--- config.mk ---
export PLATFORM = sky130hd
export DESIGN_NAME = cpu_core
export DESIGN_NICKNAME = d
export VERILOG_FILES = /design/src/rtl/cpu_core.sv
export SDC_FILE = /design/constraint.sdc
export NUM_CORES = 1
export LEC_CHECK = 0
export BUFFER_PORTS_ARGS = -buffer_cell sky130_fd_sc_hd__buf_2
export CAP_MARGIN = 25
export CORE_MARGIN = 5
export CORE_UTILIZATION = 50
export CTS_BUF_LIST = sky130_fd_sc_hd__clkbuf_8
export CTS_CLUSTER_SIZE = 14
export DETAILED_ROUTE_END_ITERATION = 16
export PLACE_DENSITY = 0.7
export SKIP_LAST_GASP = 1
export SYNTH_ARGS = -nofsm -noshare
export SYNTH_HDL_FRONTEND = slang
export SYNTH_SLANG_ARGS = --single-unit
--- constraint.sdc ---
create_clock -name clock -period 2.7 [get_ports clock]
set_input_delay 0.405 -clock clock [delete_from_list [all_inputs] [get_ports clock]]
set_output_delay 0.405 -clock clock [all_outputs]
set_load 0.03 [all_outputs]
--- src/rtl/cpu_core.sv ---
// -----------------------------------------------------------------------------
// cpu_core
//   10-bit accumulator CPU. It has a program ROM, a 16-word data RAM, one input
//   port and one registered output port. Each instruction takes two clocks:
//   FETCH (IR <= ROM[PC], PC++) and then EXECUTE. HALT stops the machine, and
//   only reset restarts it.
//
// Ports
//   clock    in   1       rising-edge clock
//   reset_n  in   1       asynchronous active-low reset
//   datain   in   DATA_W  input port, sampled by IN at its EXECUTE edge
//   dataout  out  DATA_W  output register, written only by OUT
//
// Instruction word: op=[15:12], k=[9:0], a=[3:0], t=[PC_W-1:0]
// -----------------------------------------------------------------------------
module cpu_core #(
    parameter int    DATA_W    = 10,
    parameter int    PC_W      = 8,
    parameter string PROG_FILE = ""
) (
    input  logic              clock,
    input  logic              reset_n,
    input  logic [DATA_W-1:0] datain,
    output logic [DATA_W-1:0] dataout
);

    localparam int ROM_D = 1 << PC_W;
    localparam int RAM_D = 16;

    typedef enum logic [1:0] {
        S_FETCH,
        S_EXEC,
        S_HALT
    } state_t;

    typedef enum logic [3:0] {
        OP_NOP  = 4'h0,
        OP_LDI  = 4'h1,
        OP_LD   = 4'h2,
        OP_ST   = 4'h3,
        OP_ADD  = 4'h4,
        OP_SUB  = 4'h5,
        OP_AND  = 4'h6,
        OP_OR   = 4'h7,
        OP_IN   = 4'h8,
        OP_OUT  = 4'h9,
        OP_JMP  = 4'hA,
        OP_JZ   = 4'hB,
        OP_JC   = 4'hC,
        OP_RSVD = 4'hD,
        OP_RSVE = 4'hE,
        OP_HALT = 4'hF
    } op_t;

    // Decoded view of the instruction register
    typedef struct packed {
        op_t               op;
        logic [DATA_W-1:0] k;
        logic [3:0]        a;
        logic [PC_W-1:0]   t;
    } instr_t;

    // Result of the EXECUTE-phase datapath
    typedef struct packed {
        logic [DATA_W-1:0] acc;
        logic              c;
        logic              wr_acc;
        logic              wr_z;
    } alu_t;

    // ------------------------------------------------------------------
    // Program ROM. The default image is the doubling loop:
    //   0: IN  1: ST 0  2: ADD 0  3: OUT  4: JMP 0   (all other words are NOP)
    // ------------------------------------------------------------------
    logic [15:0] rom [ROM_D] = '{
        0: 16'h8000,
        1: 16'h3000,
        2: 16'h4000,
        3: 16'h9000,
        4: 16'hA000,
        default: 16'h0000
    };

    // ------------------------------------------------------------------
    // Architectural state
    // ------------------------------------------------------------------
    state_t            state;
    logic [PC_W-1:0]   pc;
    logic [15:0]       ir;
    logic [DATA_W-1:0] acc;
    logic              z;
    logic              c;
    logic [DATA_W-1:0] ram [RAM_D];

    instr_t            d;
    alu_t              alu;
    logic [DATA_W-1:0] ram_rd;
    logic              jump;

    // Bits [11:10] do not belong to any operand field
    logic unused_ir;
    assign unused_ir = ^ir[11:10];

    // ------------------------------------------------------------------
    // Decode
    // ------------------------------------------------------------------
    always_comb begin
        d.op = op_t'(ir[15:12]);
        d.k  = DATA_W'(ir[9:0]);
        d.a  = ir[3:0];
        d.t  = ir[PC_W-1:0];
    end

    // The RAM is read combinationally. ST only writes, so a read and a write
    // never target the RAM in the same cycle.
    assign ram_rd = ram[d.a];

    // ------------------------------------------------------------------
    // Datapath. C defaults to its old value, so only ADD/SUB change it.
    // ------------------------------------------------------------------
    always_comb begin
        alu.acc    = acc;
        alu.c      = c;
        alu.wr_acc = 1'b0;
        alu.wr_z   = 1'b0;
        unique case (d.op)
            OP_LDI: begin
                alu.acc    = d.k;
                alu.wr_acc = 1'b1;
                alu.wr_z   = 1'b1;
            end
            OP_LD: begin
                alu.acc    = ram_rd;
                alu.wr_acc = 1'b1;
                alu.wr_z   = 1'b1;
            end
            OP_ADD: begin
                {alu.c, alu.acc} = {1'b0, acc} + {1'b0, ram_rd};
                alu.wr_acc       = 1'b1;
                alu.wr_z         = 1'b1;
            end
            OP_SUB: begin
                alu.acc    = acc - ram_rd;
                alu.c      = (acc < ram_rd);
                alu.wr_acc = 1'b1;
                alu.wr_z   = 1'b1;
            end
            OP_AND: begin
                alu.acc    = acc & ram_rd;
                alu.wr_acc = 1'b1;
                alu.wr_z   = 1'b1;
            end
            OP_OR: begin
                alu.acc    = acc | ram_rd;
                alu.wr_acc = 1'b1;
                alu.wr_z   = 1'b1;
            end
            OP_IN: begin
                alu.acc    = datain;
                alu.wr_acc = 1'b1;
                alu.wr_z   = 1'b1;
            end
            default: ;
        endcase
    end

    // Branch decision. Z and C are read here before this EXECUTE updates them.
    always_comb begin
        unique case (d.op)
            OP_JMP:  jump = 1'b1;
            OP_JZ:   jump = z;
            OP_JC:   jump = c;
            default: jump = 1'b0;
        endcase
    end

    // ------------------------------------------------------------------
    // Sequencer and state update
    // ------------------------------------------------------------------
    always_ff @(posedge clock or negedge reset_n) begin
        if (!reset_n) begin
            state   <= S_FETCH;
            pc      <= '0;
            ir      <= '0;
            acc     <= '0;
            z       <= 1'b0;
            c       <= 1'b0;
            dataout <= '0;
            for (int i = 0; i < RAM_D; i++) begin
                ram[i] <= '0;
            end
        end else begin
            unique case (state)
                S_FETCH: begin
                    ir    <= rom[pc];
                    pc    <= pc + PC_W'(1);  // wraps at ROM depth
                    state <= S_EXEC;
                end
                S_EXEC: begin
                    state <= (d.op == OP_HALT) ? S_HALT : S_FETCH;
                    if (alu.wr_acc) acc <= alu.acc;
                    if (alu.wr_z)   z   <= (alu.acc == '0);
                    c <= alu.c;
                    if (d.op == OP_ST)  ram[d.a] <= acc;
                    if (d.op == OP_OUT) dataout  <= acc;
                    // A jump overrides the increment made during FETCH
                    if (jump) pc <= d.t;
                end
                S_HALT: ;  // everything holds until reset
                default: state <= S_FETCH;
            endcase
        end
    end

endmodule

After elaboration in Yosys (flattened, before gate mapping)
Memory sizes are Yosys's and may differ from the RTL's. A register that Yosys moved wholly into a read port is not among the register bits.
Cells that the tools add are included.
{"block": "totals", "elab_cells": 76, "out_inout_bits": 10, "reg_bits": 208, "rom_bits": 1024, "n_memories": 1}
{"memory": "rom", "depth": 256, "word_bits": 4, "read_ports": 1, "rd_clocked_by_memory_dff": 1, "write_ports": 0, "line": "75", "text": "logic [15:0] rom [ROM_D] = '{"}
{"block": "op_classes", "n_eq_ne": 16, "magnitude_cmp": 3, "n_reduce_logical": 13, "bitwise": 3, "n_addsub": 3, "muxes": 14}
{"cell": "$bwmux W160", "count": 1}
{"cell": "$pmux W10 S7", "count": 1}
{"cell": "$bmux W10 S4", "count": 1}
{"cell": "$demux W10 S4", "count": 1}
{"cell": "$mux W10", "count": 3}
{"cell": "$eq A4 B4 Y1 const B", "count": 6}
{"cell": "$eq A4 B3 Y1 const B", "count": 4}
{"cell": "$pmux W8 S2", "count": 1}
{"cell": "$reduce_and A2 Y1", "count": 6}
{"cell": "$add A10 B10 Y11", "count": 1}
{"cell": "$and A10 B10 Y10", "count": 1}
{"cell": "$logic_not A10 Y1", "count": 1}
{"cell": "$lt A10 B10 Y1", "count": 1}
{"cell": "$or A10 B10 Y10", "count": 1}
{"cell": "$sub A10 B10 Y10", "count": 1}
{"cell": "$add A8 B1 Y8 const B", "count": 1}
{"cell": "$eq A4 B2 Y1 const B", "count": 2}
{"cell": "$mux W8", "count": 1}
{"cell": "$reduce_or A7 Y1", "count": 1}
{"cell": "$pmux W2 S3", "count": 1}
{"cell": "$ge A5 B5 Y1 const B", "count": 1}
{"cell": "$lt A5 B1 Y1 const B", "count": 1}
{"cell": "$not A4 Y5", "count": 1}
{"cell": "$eq A4 B1 Y1 const B", "count": 1}
{"cell": "10 further kinds", "count": 12}

Longest topological paths before layout
{"block": "depth", "word_depth": 7, "ltp_mapped": 12, "ltp_nobuf": 12}

Worst setup path before layout
Ideal clock, no wire load.
{"block": "synth_timing", "kind": "flip-flop to flip-flop", "startpoint": "reg ram[150] in the netlist's numbering", "endpoint": "reg z", "period_less_slack_ps": 2548, "slack_ps": 152, "path_stages_with_launch": 12, "arrival_time_ps": 2456, "path_cell_list": "dfrtp_1 > ha_1 > inv_1 > fa_1 > inv_1 > mux4_2 > a21o_1 > mux2i_1 > nand3_1 > a211oi_2 > o2111ai_1 > o31ai_2"}
{"block": "synth_via", "elab_chain_cells": 6}
{"item": "start, declared", "line": "93", "text": "logic [DATA_W-1:0] ram [RAM_D];"}
{"item": "start signal, assigned by index", "line": "190", "text": "ram[i] <= '0;"}
{"item": "start signal, assigned by index", "line": "204", "text": "if (d.op == OP_ST) ram[d.a] <= acc;"}
{"item": "$bmux W10 S4 (*)", "line": "116", "text": "assign ram_rd = ram[d.a];"}
{"item": "$mux W10 (not written as such) (*) (2 in a row)", "line": "116"}
{"item": "$sub A10 B10 Y10, or another cell as far along", "line": "143", "text": "alu.acc = acc - ram_rd;"}
{"item": "$pmux W10 S7 (*)", "line": "126", "text": "unique case (d.op)"}
{"item": "$logic_not A10 Y1 (*)", "line": "202", "text": "if (alu.wr_z) z <= (alu.acc == '0);"}
{"item": "end signal, assigned", "line": "202"}
{"item": "end, declared", "line": "91", "text": "logic z;"}
Mark *: on every way between the ends. The rest lies on a longest branch, timed or not. The select of a mux whose other input is x is not followed.
A chain may end at the register's enable or synchronous reset.

Final worst setup path
{"block": "layout_timing", "startpoint": "reg acc[0]", "endpoint": "reg z"}
{"block": "layout_via", "elab_chain_cells": 3}
{"item": "start, declared", "line": "90", "text": "logic [DATA_W-1:0] acc;"}
{"item": "start signal, assigned", "line": "201", "text": "if (alu.wr_acc) acc <= alu.acc;"}
{"item": "$sub A10 B10 Y10, or another cell as far along", "line": "143"}
{"item": "$pmux W10 S7 (*)", "line": "126"}
{"item": "$logic_not A10 Y1 (*)", "line": "202"}
Mark *: on every way between the ends. The rest lies on a longest branch, timed or not.

==> results_dict.tcl <==
set metrics [dict create \
    run_status "finished with violations" \
    violations "setup timing" \
    end_kind "flop" \
    finalCriticalPeriod_ns 2.703 \
    wirelength_um 9386 \
    grt_overflow_total 0 \
    via_per_inst 5.611 \
    dr.pass1.iters 5 \
    rsz0062_at_grt "true" \
    route.vias.total 3041 \
    cp.required_ns 2.93 \
    ys_seq_area_share_pct 32.73 \
    nets 494 \
    final_cell_mix "nand2_1 (50), dfrtp_1 (46), o21ai_0 (43)" \
    total_power_w 0.002019 \
    pwr-share-seq_pct 41.7 \
    ios 22 \
    power_density_nw_per_um2 505.5 \
    cts_tree "yes" \
    ys_warn_count 0 \
    syn-num-nets 459 \
    ant_nets 0 \
    start_kind "flop" \
    cts_root_buf "clkbuf_8" \
    vdd_drop_max_uv 222.1 \
    min_period_over_period_pct 100.1 \
    grt_max_degree 27 \
    worst-path-max-fanout 3 \
    grt_pass1_wl_um 15110 \
    clk_latency_ns 0.31 \
    grt_util_all_layers_pct 22.19 \
    drc_errors 0 \
    holdWs_ns 0.09489 \
    max_stage_delay_ns 0.41 \
    fp.dieH_um 93.87 \
    path_class "flop to flop" \
    crit_slowest_cell "dfrtp_1" \
    diodes 0 \
    antenna_found_initial 0 \
    hold_buffers 0 \
    p_leak_nw 1.845 \
    slew_headroom_pct 49.15 \
    clockPowerShare_pct 22.2 \
    hold_class "input port to asynchronous set/reset pin" \
    synth.distinct_cells 67 \
    final_layout_size_suffix_gt1_share_pct 18.61 \
    avgSynthCellArea_sq_um 8.578 \
    place_congestion 0.9458 \
    syn_inst 410 \
    fp.dieArea_sq_um 8812 \
    critPathArrivalTime_ns 2.93 \
    drtIter0Drc 200 \
    worst_slack_ns -0.003442 \
    setup_viol 1 \
    maxCapViolations 0 \
    finClkSkew_ns 0.01058 \
    nFillCells 663 \
    path_clk_slew_ns 0.10 \
    finalMaxSlewViolations 0 \
    crit_path_cell_trace "inv_2, ha_2, inv_1, fa_2, nor2b_1, o211ai_1, a31oi_1, o211a_1, nor3_2, nor3b_2, a21oi_1, o31ai_2" \
    ys_ff_latch 46 \
    start_util_pct 51.48 \
    layout_commonest_cell "nand2_1" \
    cts_sinks 46 \
    rows 30 \
    synth_enable_flop_cells 0 \
    worst_slew_pin_slew_ns 0.7627 \
    dominantRegCellSynth "dfrtp_1" \
    htree_levels 2 \
    grt_pass1_vias 2921 \
    synthArstFlopShare_pct 100.0 \
    die_w_um 93.87 \
    p_sw_share_pct 38.92 \
    io_buffers 21 \
    max_clock_freq_mhz 369.9 \
    hold_violations 0 \
    area_delta_synth_final_pct 13.59 \
    clk_path_buf_depth 2 \
    syn_area_sq_um 3517 \
    p_switching_w 0.0007859 \
    hpwlAfterDp_um 7125 \
    internal_power_w 0.001234 \
    core_sq_um 6832 \
    power_frac_comb_pct 36.1 \
    drt-wirelength-per-cell_um 17.32 \
    cts_buffers 5 \
]
area by class of cell:
type | count | area [sq um] | share of cell area, %
sequential | 46 | 1151 | 28.81
timing repair buffer | 47 | 300.3 | 7.516
tap | 96 | 120.1 | 3.007
clock inverter | 3 | 25.02 | 0.6264
inverter | 40 | 150.1 | 3.758
clock buffer | 5 | 68.82 | 1.723
multi-input combinational | 305 | 2180 | 54.56
routing by layer:
metal	vias to the layer above	global-route usage (%)	wire length, um
met1	1412	31.12	4385
met3	22	3.526	535
met2	98	35.07	4273
met4	0	6.739	191
li1	1509	-	-
met5	-	0	0
power groups by stage:
stage / clock network (W) / logic, W / registers [W]
floorplan: 0 / 0.000456 / 0.000909
global placement: 0 / 0.000697 / 0.000850
detailed placement: 0 / 0.000709 / 0.000856
CTS: 0.000471 / 0.000715 / 0.000842
global route: 0.000500 / 0.000819 / 0.000856
finish: 0.000448 / 0.000729 / 0.000843
registers in the layout, summed over array words and instances (netlist names):
signal	flops
z	1
c	1
acc	10
ir	4
ram	10
pc	8
dataout	10
state	2
what timing repair did:
item	CTS	global route
resized for setup	5	7
setup buffers	1	0
endpoints found under the hold margin	0	0
endpoints found under the setup margin	1	2
pin swaps	3	4
path summary, 6_finish.rpt:
| check | cells past startpoint | endpoint | startpoint | slack, ns |
|---|---|---|---|---|
| min in group clock | 3 | acc[2]$_DFFE_PN0P_ | datain[2] | 0.45 |
| setup / recovery | 12 | z$_DFFE_PN0P_ | acc[0]$_DFFE_PN0P_ | -0.003 |
| setup reg to reg | 12 | z$_DFFE_PN0P_ | acc[0]$_DFFE_PN0P_ | -0.003 |
| hold reg to reg | 2 | dataout[8]$_DFFE_PN0P_ | dataout[8]$_DFFE_PN0P_ | 0.48 |
| hold / removal | 1 | ram[157]$_DFFE_PN0P_ | reset_n | 0.09 |
| max in group asynchronous | 2 | ir[14]$_DFFE_PN0P_ | reset_n | 1.89 |
worst max-delay path: cells and delay by family (launching register included):
| family | cells | cell delay [ns] |
|---|---|---|
| AO/OA/AOI/OAI | 5 | 1.02 |
| adder cells (fa/ha/maj) | 2 | 0.51 |
| buffers and inverters | 2 | 0.12 |
| flip-flops | 1 | 0.41 |
| AND/OR/NAND/NOR | 3 | 0.56 |
cell usage after synthesis, types with 3 or more instances:
cell type  count  area, sq um
nand4_1        3        18.77
nor2b_1        6        37.54
buf_2          6        30.03
inv_1         39        146.4
a31oi_1        3        18.77
xnor2_1        3        26.28
a21oi_1       18        90.09
nor2_1        25        93.84
o21bai_1       3        22.52
xor2_1         9        78.83
nor3_1         7        35.03
mux2i_1        6        60.06
nand2b_1       6        37.54
and3_1         4        25.02
o2111ai_1      5        43.79
dfrtp_1       46         1151
nand3_1       10        50.05
nor4_1         3        18.77
ha_1          35        437.9
nand2_1       50        187.7
buf_4          3        22.52
a211oi_1       7        52.55
clkbuf_1       9        33.78
o22ai_1        7        43.79
a32o_1         3        30.03
or2_2          3        18.77
o21ai_0       43        215.2
metrics by stage:
| step | worst slack [ns] | TNS, ns | cells | util [%] | cell area [sq um] |
|---|---|---|---|---|---|
| CTS | 0.02674 | 0 | 542 | 57.95 | 3959 |
| global placement | 0.05118 | 0 | 533 | 56.10 | 3832 |
| finish | -0.003442 | -0.003442 | 542 | 58.48 | 3995 |
| floorplan | 0.1518 | 0 | 410 | - | 3517 |
| detailed placement | -0.09506 | -0.09506 | 533 | 56.10 | 3832 |
| global route | -0.1281 | -0.1281 | 542 | 58.48 | 3995 |
kinds of logic after synthesis:
logic type,after synthesis,synth area share (%)
fa+ha+maj,37,13.59
buf+inv,59,7.044
xor+xnor,12,2.989
simple gates,131,18.39
compound gates,116,22.27
flops,46,32.73
mux,9,2.988
Note: power is estimated with default switching activity, not from simulation.
